`src/rtl/tiny_cpu_pkg.sv`:
```
// Shared definitions for the tiny CPU timing blocks: sequencer states,
// interrupt vector selector codes and entry-sequence cycle indices.
package tiny_cpu_pkg;

    typedef enum logic [1:0] {
        ST_RST_SEQ = 2'd0,
        ST_FETCH   = 2'd1,
        ST_EXEC    = 2'd2,
        ST_INT_SEQ = 2'd3
    } seq_state_e;

    localparam logic [1:0] VEC_NONE = 2'b00;
    localparam logic [1:0] VEC_NMI  = 2'b01;
    localparam logic [1:0] VEC_RST  = 2'b10;
    localparam logic [1:0] VEC_IRQ  = 2'b11;

    localparam int SEQ_LEN_DEFAULT  = 7;
    localparam int VEC_FETCH_LO_IDX = 5;
    localparam int VEC_FETCH_HI_IDX = 6;

    // Decoder values below two cannot describe a real instruction; run them as two.
    function automatic logic [2:0] effective_cycles(input logic [2:0] raw);
        return (raw < 3'd2) ? 3'd2 : raw;
    endfunction

endpackage

```
`src/rtl/nmi_edge_detect.sv`:
```
// Falling-edge detector for the active-low NMI line with a sticky pending flag.
module nmi_edge_detect (
    input  logic CLK,
    input  logic RST,
    input  logic NMI,
    input  logic clear,
    output logic pending
);

    logic nmi_prev_q;
    logic pending_q;
    logic pending_d;
    logic fall;

    // The edge seen this cycle is visible immediately so it can be serviced
    // by an instruction that ends in the very cycle NMI drops.
    assign fall      = nmi_prev_q & ~NMI;
    assign pending   = pending_q | fall;
    assign pending_d = pending & ~clear;

    always_ff @(posedge CLK) begin
        if (RST) begin
            nmi_prev_q <= 1'b1;
            pending_q  <= 1'b0;
        end else begin
            nmi_prev_q <= NMI;
            pending_q  <= pending_d;
        end
    end

endmodule

```
`src/rtl/cycle_sequencer.sv`:
```
// Instruction cycle sequencer: reset/interrupt entry sequences, opcode fetch
// and execute timing, RDY stalling and NMI/IRQ arbitration.
module cycle_sequencer
    import tiny_cpu_pkg::*;
#(
    parameter int SEQ_LEN = SEQ_LEN_DEFAULT,
    parameter int TW      = 3
) (
    input  logic          CLK,
    input  logic          RST,
    input  logic          RDY,
    input  logic          IRQ,
    input  logic          NMI,
    input  logic          I_FLAG,
    input  logic [2:0]    INSN_CYCLES,
    output logic [TW-1:0] TSTATE,
    output logic          SYNC,
    output logic          IRI,
    output logic          PC_INC,
    output logic          INT_ACTIVE,
    output logic [1:0]    VECTOR_SEL,
    output logic          VEC_FETCH
);

    seq_state_e    state_q, state_d;
    logic [TW-1:0] tstate_q, tstate_d;
    logic [2:0]    held_q, held_d;
    logic [1:0]    vec_q, vec_d;

    logic          nmi_pending;
    logic          nmi_clear;
    logic [2:0]    eff_cycles;
    logic          first_exec;
    logic          exec_last;
    logic          seq_last;
    logic          in_entry;
    logic          vec_window;

    nmi_edge_detect u_nmi (
        .CLK     (CLK),
        .RST     (RST),
        .NMI     (NMI),
        .clear   (nmi_clear),
        .pending (nmi_pending)
    );

    // At TSTATE 1 the decoder value is used directly so a two-cycle
    // instruction can finish in the same cycle it is sampled.
    assign first_exec = (state_q == ST_EXEC) && (tstate_q == TW'(1));
    assign eff_cycles = first_exec ? effective_cycles(INSN_CYCLES) : held_q;
    assign exec_last  = (tstate_q == TW'(eff_cycles - 3'd1));
    assign seq_last   = (tstate_q == TW'(SEQ_LEN - 1));

    always_comb begin
        state_d   = state_q;
        tstate_d  = tstate_q;
        held_d    = held_q;
        vec_d     = vec_q;
        nmi_clear = 1'b0;
        if (RDY) begin
            unique case (state_q)
                ST_RST_SEQ, ST_INT_SEQ: begin
                    if (seq_last) begin
                        state_d  = ST_FETCH;
                        tstate_d = '0;
                    end else begin
                        tstate_d = tstate_q + TW'(1);
                    end
                end
                ST_FETCH: begin
                    state_d  = ST_EXEC;
                    tstate_d = TW'(1);
                end
                ST_EXEC: begin
                    if (first_exec) begin
                        held_d = eff_cycles;
                    end
                    if (exec_last) begin
                        tstate_d = '0;
                        if (nmi_pending) begin
                            state_d   = ST_INT_SEQ;
                            vec_d     = VEC_NMI;
                            nmi_clear = 1'b1;
                        end else if (!IRQ && !I_FLAG) begin
                            state_d = ST_INT_SEQ;
                            vec_d   = VEC_IRQ;
                        end else begin
                            state_d = ST_FETCH;
                        end
                    end else begin
                        tstate_d = tstate_q + TW'(1);
                    end
                end
                default: begin
                    state_d  = ST_RST_SEQ;
                    tstate_d = '0;
                end
            endcase
        end
    end

    always_ff @(posedge CLK) begin
        if (RST) begin
            state_q  <= ST_RST_SEQ;
            tstate_q <= '0;
            held_q   <= 3'd2;
            vec_q    <= VEC_NONE;
        end else begin
            state_q  <= state_d;
            tstate_q <= tstate_d;
            held_q   <= held_d;
            vec_q    <= vec_d;
        end
    end

    assign in_entry   = (state_q == ST_RST_SEQ) || (state_q == ST_INT_SEQ);
    assign vec_window = (tstate_q == TW'(VEC_FETCH_LO_IDX)) ||
                        (tstate_q == TW'(VEC_FETCH_HI_IDX));

    // RST masks every strobe; RDY only masks the strobes that cause side effects.
    always_comb begin
        TSTATE     = tstate_q;
        SYNC       = !RST && (state_q == ST_FETCH);
        IRI        = SYNC && RDY;
        PC_INC     = SYNC && RDY;
        INT_ACTIVE = !RST && in_entry;
        VEC_FETCH  = INT_ACTIVE && vec_window && RDY;
        if (RST) begin
            VECTOR_SEL = VEC_NONE;
        end else if (state_q == ST_RST_SEQ) begin
            VECTOR_SEL = VEC_RST;
        end else if (state_q == ST_INT_SEQ) begin
            VECTOR_SEL = vec_q;
        end else begin
            VECTOR_SEL = VEC_NONE;
        end
    end

endmodule

```
`config.mk`:
```
export PLATFORM = sky130hd
export DESIGN_NAME = cycle_sequencer
export DESIGN_NICKNAME = d
export VERILOG_FILES = /design/src/rtl/tiny_cpu_pkg.sv /design/src/rtl/nmi_edge_detect.sv /design/src/rtl/cycle_sequencer.sv
export SDC_FILE = /design/constraint.sdc
export NUM_CORES = 1
export LEC_CHECK = 0
export BUFFER_PORTS_ARGS = -buffer_cell sky130_fd_sc_hd__buf_2
export CORE_MARGIN = 5
export CORE_UTILIZATION = 30
export CTS_CLUSTER_SIZE = 10
export DETAILED_ROUTE_END_ITERATION = 7
export GPL_ROUTABILITY_DRIVEN = 0
export PLACE_DENSITY = 0.55
export SLEW_MARGIN = 25
export SYNTH_ARGS = -nofsm -noshare
export SYNTH_HDL_FRONTEND = slang
export SYNTH_SLANG_ARGS = --single-unit
```
`constraint.sdc`:
```
create_clock -name CLK -period 5 [get_ports CLK]
set_clock_uncertainty 0.2 [all_clocks]
set_input_delay 1 -clock CLK [delete_from_list [all_inputs] [get_ports CLK]]
set_output_delay 1 -clock CLK [all_outputs]
set_load 0.02 [all_outputs]
```
==> flow_summary.json, run 1 <==
{
  "antenna_found_initial": 0,
  "cts_buffers": 3,
  "ant_nets": 0,
  "track_usage_pct": 9.97,
  "avgSynthCellArea_um2": 8.71,
  "cts_setup_buffers": 0,
  "startpoint_type": "input port",
  "die_w_um": 63.3,
  "worst_slew_pin_slew_ps": 384,
  "synth_seq_area_share_pct": 28.2,
  "initial_core_util_pct": 31.2,
  "power_density_nw_per_um2": 198,
  "finalWirelength_mm": 1.79,
  "dieArea_um2": 4010,
  "setup_viol": 0,
  "yosysUniqueCellTypes": 36,
  "synth_edf_count": 0,
  "dr_total_vias": 730,
  "drc_errors": 0,
  "crit_path_max_fanout": 18,
  "hold_depth": 1,
  "status": "finished clean",
  "hold_buffers": 0,
  "drive_gt1_share_pct": 23.7,
  "r2r_cells": 10,
  "min_period_ps": 2930,
  "stdcell_count": 145,
  "drv_cap": 0,
  "drt-initial-drc-count": 15,
  "htreeDepth": 1,
  "insertedDiodeCount": 0,
  "fmax_ghz": 0.342,
  "first_pass_iters": 4,
  "p_leak_nw": 0.420,
  "ys.flop_type": "dfxtp_1",
  "crit_type": "input port to output pin",
  "yosys-top-cells-area": "dfxtp_1, ha_1, nand2_1",
  "netlist_top_cells_count": "dfxtp_1, ha_1, nand2_1",
  "max-vdd-ir-drop_v": 0.0000807,
  "rsz0062_at_grt": "no",
  "root_buffer": "clkbuf_4",
  "hold_class": "flip-flop to flip-flop",
  "grt_pass1_wl_mm": 3.31,
  "grt_pass1_vias": 729,
  "port_buffers": 18,
  "cts_tree": "done",
  "maxSlewHeadroom_pct": 74.2,
  "grt_max_degree": 19,
  "wire_per_inst_um": 12.3,
  "core_um2": 2730,
  "n_fill_cell": 282,
  "setup_tns_ps": 0,
  "die_height_um": 63.3,
  "required_ps": 3800,
  "ios": 19,
  "syn-num-nets": 116,
  "postSynth.asyncResetShare_pct": 0,
  "hold_viol": 0,
  "viasPerCell": 5.03,
  "syn-cell-area_um2": 853,
  "cts_resized": 0,
  "area_growth_pct": 14.2,
  "num_rows": 19,
  "crit_path_end_kind": "output pin",
  "placed_area_um2": 952,
  "synth_top_cell_area_share_pct": 28.2,
  "clk_latency_ps": 260,
  "dp_hpwl_mm": 1.40,
  "min_period_over_period_pct": 58.5,
  "synth.most_common_cell": "dfxtp_1",
  "overflow": 0,
  "final_design_area_no_fill_um2": 975,
  "yosys_warnings": 0,
  "layout.nets": 134,
  "drv_slew": 0,
  "synth_cells": 98,
  "clkTransAtPathRegs_ps": 70,
  "cp_data_arrival_time_ps": 1730,
  "ys_ff_latch": 12,
  "clockBufferDepth": 2,
  "placed_cells": 142,
  "yosysTopAreaCell": "dfxtp_1",
  "numClockSinks": 12
}
-- registers in the layout (all words and copies together) (netlist names) --
| register | cells |
|---|---|
| TSTATE | 3 |
| vec_q | 2 |
| held_q | 3 |
| state_q | 2 |
| u_nmi.pending_q | 1 |
| u_nmi.nmi_prev_q | 1 |
-- final cells by class --
class / count / area, um2 / area share (%)
flip-flops and latches: 12 / 240 / 24.6
repair buffers: 18 / 90.1 / 9.24
inverters: 6 / 22.5 / 2.31
clock buffers: 3 / 22.5 / 2.31
well taps: 31 / 38.8 / 3.98
multi-input cells: 75 / 561 / 57.5
-- per-layer routing --
metal / wire, um / part of all wire, % / GRT usage [%] / vias to the layer above
li1: - / - / - / 381
met1: 784 / 44 / 12.7 / 332
met2: 898 / 50 / 16.6 / 15
met3: 82 / 4.6 / 1.60 / 2
met4: 20 / 1.1 / 3.90 / 0
met5: 0 / 0 / 0 / -
-- stage by stage --
| step | hold WS, ps | worst slack (ps) | power [mW] | utilization (%) |
|---|---|---|---|---|
| final | 264 | 2070 | 0.193 | 35.7 |
| after global routing | 310 | 1890 | 0.207 | 35.7 |
| after CTS | 267 | 2060 | 0.196 | 35.7 |
| after detailed placement | 250 | 2060 | 0.138 | 34.8 |
| after global placement | 244 | 2070 | 0.138 | 34.8 |
| after floorplan | 230 | 1790 | 0.127 | - |
-- placed cells by master, fill, tap and decap left out, drive strengths merged, types with 2 or more instances in the layout --
master,Yosys,final
and3,2,2
dfxtp,12,12
clkbuf,3,3
a211oi,4,4
mux2i,3,3
inv,6,6
xnor2,3,3
nor2b,5,5
nor2,7,7
a41oi,2,2
o21a,2,2
ha,9,9
nand3,3,3
nand2,9,9
a21oi,5,5
a311oi,2,2
o21ai,5,5
buf,2,18
-- report_power, final --
| group | internal, mW | switching (mW) | leakage (nW) |
|---|---|---|---|
| registers | 0.0986 | 0.00415 | 0.0978 |
| logic | 0.0131 | 0.0197 | 0.308 |
| clock network | 0.0277 | 0.0295 | 0.0138 |
-- worst paths after layout --
check | startpoint | end | slack [ps]
worst max-delay path | RST | VEC_FETCH | 2070
worst min-delay path | held_q[1] | held_q[1] | 260
worst max register to register | state_q[0] | vec_q[1] | 2180
worst min register to register | held_q[1] | held_q[1] | 260
-- kinds of logic (layout without fill, tap and decap cells) --
| logic type | after synthesis | after routing | share of synthesized area (%) |
|---|---|---|---|
| xor+xnor | 4 | 4 | 4.11 |
| compound gates | 25 | 25 | 21.4 |
| mux | 4 | 4 | 6.74 |
| buf+inv | 11 | 27 | 6.16 |
| fa+ha+maj | 9 | 9 | 13.2 |
| simple gates | 33 | 33 | 20.2 |
| flops | 12 | 12 | 28.2 |
-- critical path: stages --
cell and delay, ps:
buf_2 200, nor2_1 170, o2111a_1 190, buf_2 160
Note: power is estimated with default switching activity, not from simulation.
==> inputs of run 2 (changes only) <==
- ABC_AREA: default -> 1
- clock period: 5 -> 2.7 ns (I/O delays scaled with it)
==> flow_summary.json, run 2 <==
{
  "cts_setup_buffers": 0,
  "fmax_ghz": 0.421,
  "core_um2": 2730,
  "r2r-end": "TSTATE[2]",
  "dr_total_vias": 827,
  "max-vdd-ir-drop_v": 0.000251,
  "crit_end": "TSTATE[2]",
  "drt-initial-drc-count": 28,
  "synth_seq_area_share_pct": 28.5,
  "yosys-top-cells-area": "dfxtp_1, ha_1, nand2_1",
  "worst_slew_pin_slew_ps": 314,
  "drv_cap": 0,
  "postSynth.asyncResetShare_pct": 0,
  "p_sw_uw": 186,
  "crit_type": "flip-flop to flip-flop",
  "power_uw": 519,
  "layout.nets": 166,
  "setup_tns_ps": 0,
  "initial_core_util_pct": 30.8,
  "min_period_over_period_pct": 87.9,
  "drv_slew": 0,
  "switching_share_pct": 35.8,
  "p_int_uw": 333,
  "final_design_area_no_fill_um2": 1020,
  "antenna_found_initial": 0,
  "grt_pass1_vias": 809,
  "setup_viol": 0,
  "clkTransAtPathRegs_ps": 80,
  "dieArea_um2": 3970,
  "hold_class": "flip-flop to flip-flop",
  "finalWirelength_mm": 1.92,
  "port_buffers": 18,
  "cp_data_arrival_time_ps": 2360,
  "required_ps": 2680,
  "yosysUniqueCellTypes": 23,
  "fin_util_pct": 37.3,
  "rsz0062_at_grt": "no",
  "mostFrequentLayoutCells": "nand2_1, inv_1, buf_2",
  "netlist_top_cells_count": "nand2_1, inv_1, nor2_1",
  "holdWs_ps": 251,
  "synth_edf_count": 0,
  "final_common_cell": "nand2_1",
  "crit_path_max_fanout": 5,
  "drive_gt1_share_pct": 22.4,
  "hold_viol": 0,
  "syn-num-nets": 145,
  "startpoint_type": "flip-flop",
  "r2r_cells": 15,
  "comb_power_share_pct": 33.1,
  "cts_buffers": 3,
  "crit_path_end_kind": "flip-flop",
  "synth_top_cell_area_share_pct": 28.5,
  "yosys_warnings": 0,
  "die_w_um": 63.0,
  "yosysTopAreaCell": "dfxtp_1",
  "syn-cell-area_um2": 842,
  "timing.critical_path.from": "TSTATE[1]",
  "r2r_start": "TSTATE[1]",
  "cts_tree": "done",
  "wire_per_inst_um": 10.8,
  "viasPerCell": 4.65,
  "clockBufferDepth": 2,
  "root_buffer": "clkbuf_4",
  "status": "finished clean",
  "ys_ff_latch": 12,
  "track_usage_pct": 10.3,
  "ant_nets": 0,
  "avgSynthCellArea_um2": 6.63,
  "ys.flop_type": "dfxtp_1",
  "placed_area_um2": 962,
  "clk_latency_ps": 280,
  "dp_hpwl_mm": 1.56,
  "num_rows": 19,
  "insertedDiodeCount": 0,
  "min_period_ps": 2370,
  "maxSlewHeadroom_pct": 78.8,
  "p_leak_nw": 0.506,
  "ios": 19,
  "numClockSinks": 12,
  "reg2reg_setup_slack_ps": 330,
  "first_pass_iters": 6,
  "overflow": 0,
  "htreeDepth": 1,
  "synth_cells": 127,
  "clkPwrFrac_pct": 28.0,
  "grt_max_degree": 10,
  "drc_errors": 0,
  "synth.most_common_cell": "nand2_1",
  "die_height_um": 63.0,
  "area_growth_pct": 21.0,
  "power_frac_seq_pct": 38.8,
  "grt_pass1_wl_mm": 3.39,
  "power_density_nw_per_um2": 510
}
run 2: changes by cell type after synthesis, moves of 3 or more:
| cell | before | now |
|---|---|---|
| nand2_1 | 9 | 26 |
| a21oi_1 | 5 | 9 |
| nor2_1 | 7 | 16 |
| nand3_2 | 0 | 3 |
| nor2b_1 | 5 | 0 |
| nand3_1 | 3 | 9 |
| inv_1 | 6 | 20 |
| a211oi_1 | 4 | 0 |
run 2: timing repair:
item                                    in CTS  in global routing
resized for setup                            0                  4
endpoints found under the setup margin       0                  7
hold buffers                                 0                  0
run 2: area by class of cell:
cell class	count	area [um2]
clock buffer	4	36.3
sequential	12	240
tap	31	38.8
timing repair buffer	19	97.6
inverter	21	78.8
fill	295	1720
multi-input combinational	91	527
run 2: per-stage QoR:
stage               std cells  worst slack, ps
CTS                       178              239
global placement          174              359
global route              178             19.9
floorplan                 127              376
detailed placement        174              258
finish                    178              326
run 2: metal layers:
layer	track usage [%]	vias up	wire length, um
met5	0	-	0
met4	2.39	0	19
met3	4.14	4	106
met2	16.8	15	847
met1	12.6	368	945
li1	-	440	-
run 2: cell families (layout without fill, tap and decap cells):
group / after synthesis / in the layout / synth area share, %
xor gates and xnor gates: 2 / 2 / 2.08
and+or+nand+nor: 60 / 60 / 31.8
DFF: 12 / 12 / 28.5
adders and majority gates: 9 / 9 / 13.4
AOI/OAI and AO/OA: 20 / 20 / 12.9
buffers and inverters: 24 / 44 / 11.3
run 2: power groups by stage:
| stage | clock, mW | sequential (mW) | combinational, mW |
|---|---|---|---|
| 2_1_floorplan | 0 | 0.209 | 0.116 |
| 3_5_place_dp | 0 | 0.204 | 0.166 |
| 3_3_place_gp | 0 | 0.204 | 0.164 |
| 4_1_cts | 0.151 | 0.200 | 0.167 |
| 5_1_grt | 0.158 | 0.203 | 0.198 |
| 6_report | 0.145 | 0.202 | 0.172 |
run 2: critical path, stage by stage (launching register included):
cell     delay (ps)
dfxtp_1         440
inv_1            90
ha_2            220
nand2_2         110
nor2_4           50
nand2_1          60
o21ai_0          90
ha_1            210
xnor2_1         190
nand3_1          90
nand2_1          90
nand3_2         100
nand3_1         110
nand3_1         100
nand3_1          90
inv_1            40
run 2: how the worst min path moves through the flow:
| stage | slack (ps) | end | startpoint | depth (start not counted) |
|---|---|---|---|---|
| after floorplan | 230 | vec_q[1] | vec_q[1] | 2 |
| after global placement | 240 | vec_q[1] | vec_q[1] | 2 |
| after detailed placement | 240 | vec_q[1] | vec_q[1] | 2 |
| after CTS | 250 | u_nmi.nmi_prev_q | NMI | 3 |
| after global routing | 270 | u_nmi.nmi_prev_q | NMI | 3 |
| final | 250 | vec_q[1] | vec_q[1] | 2 |
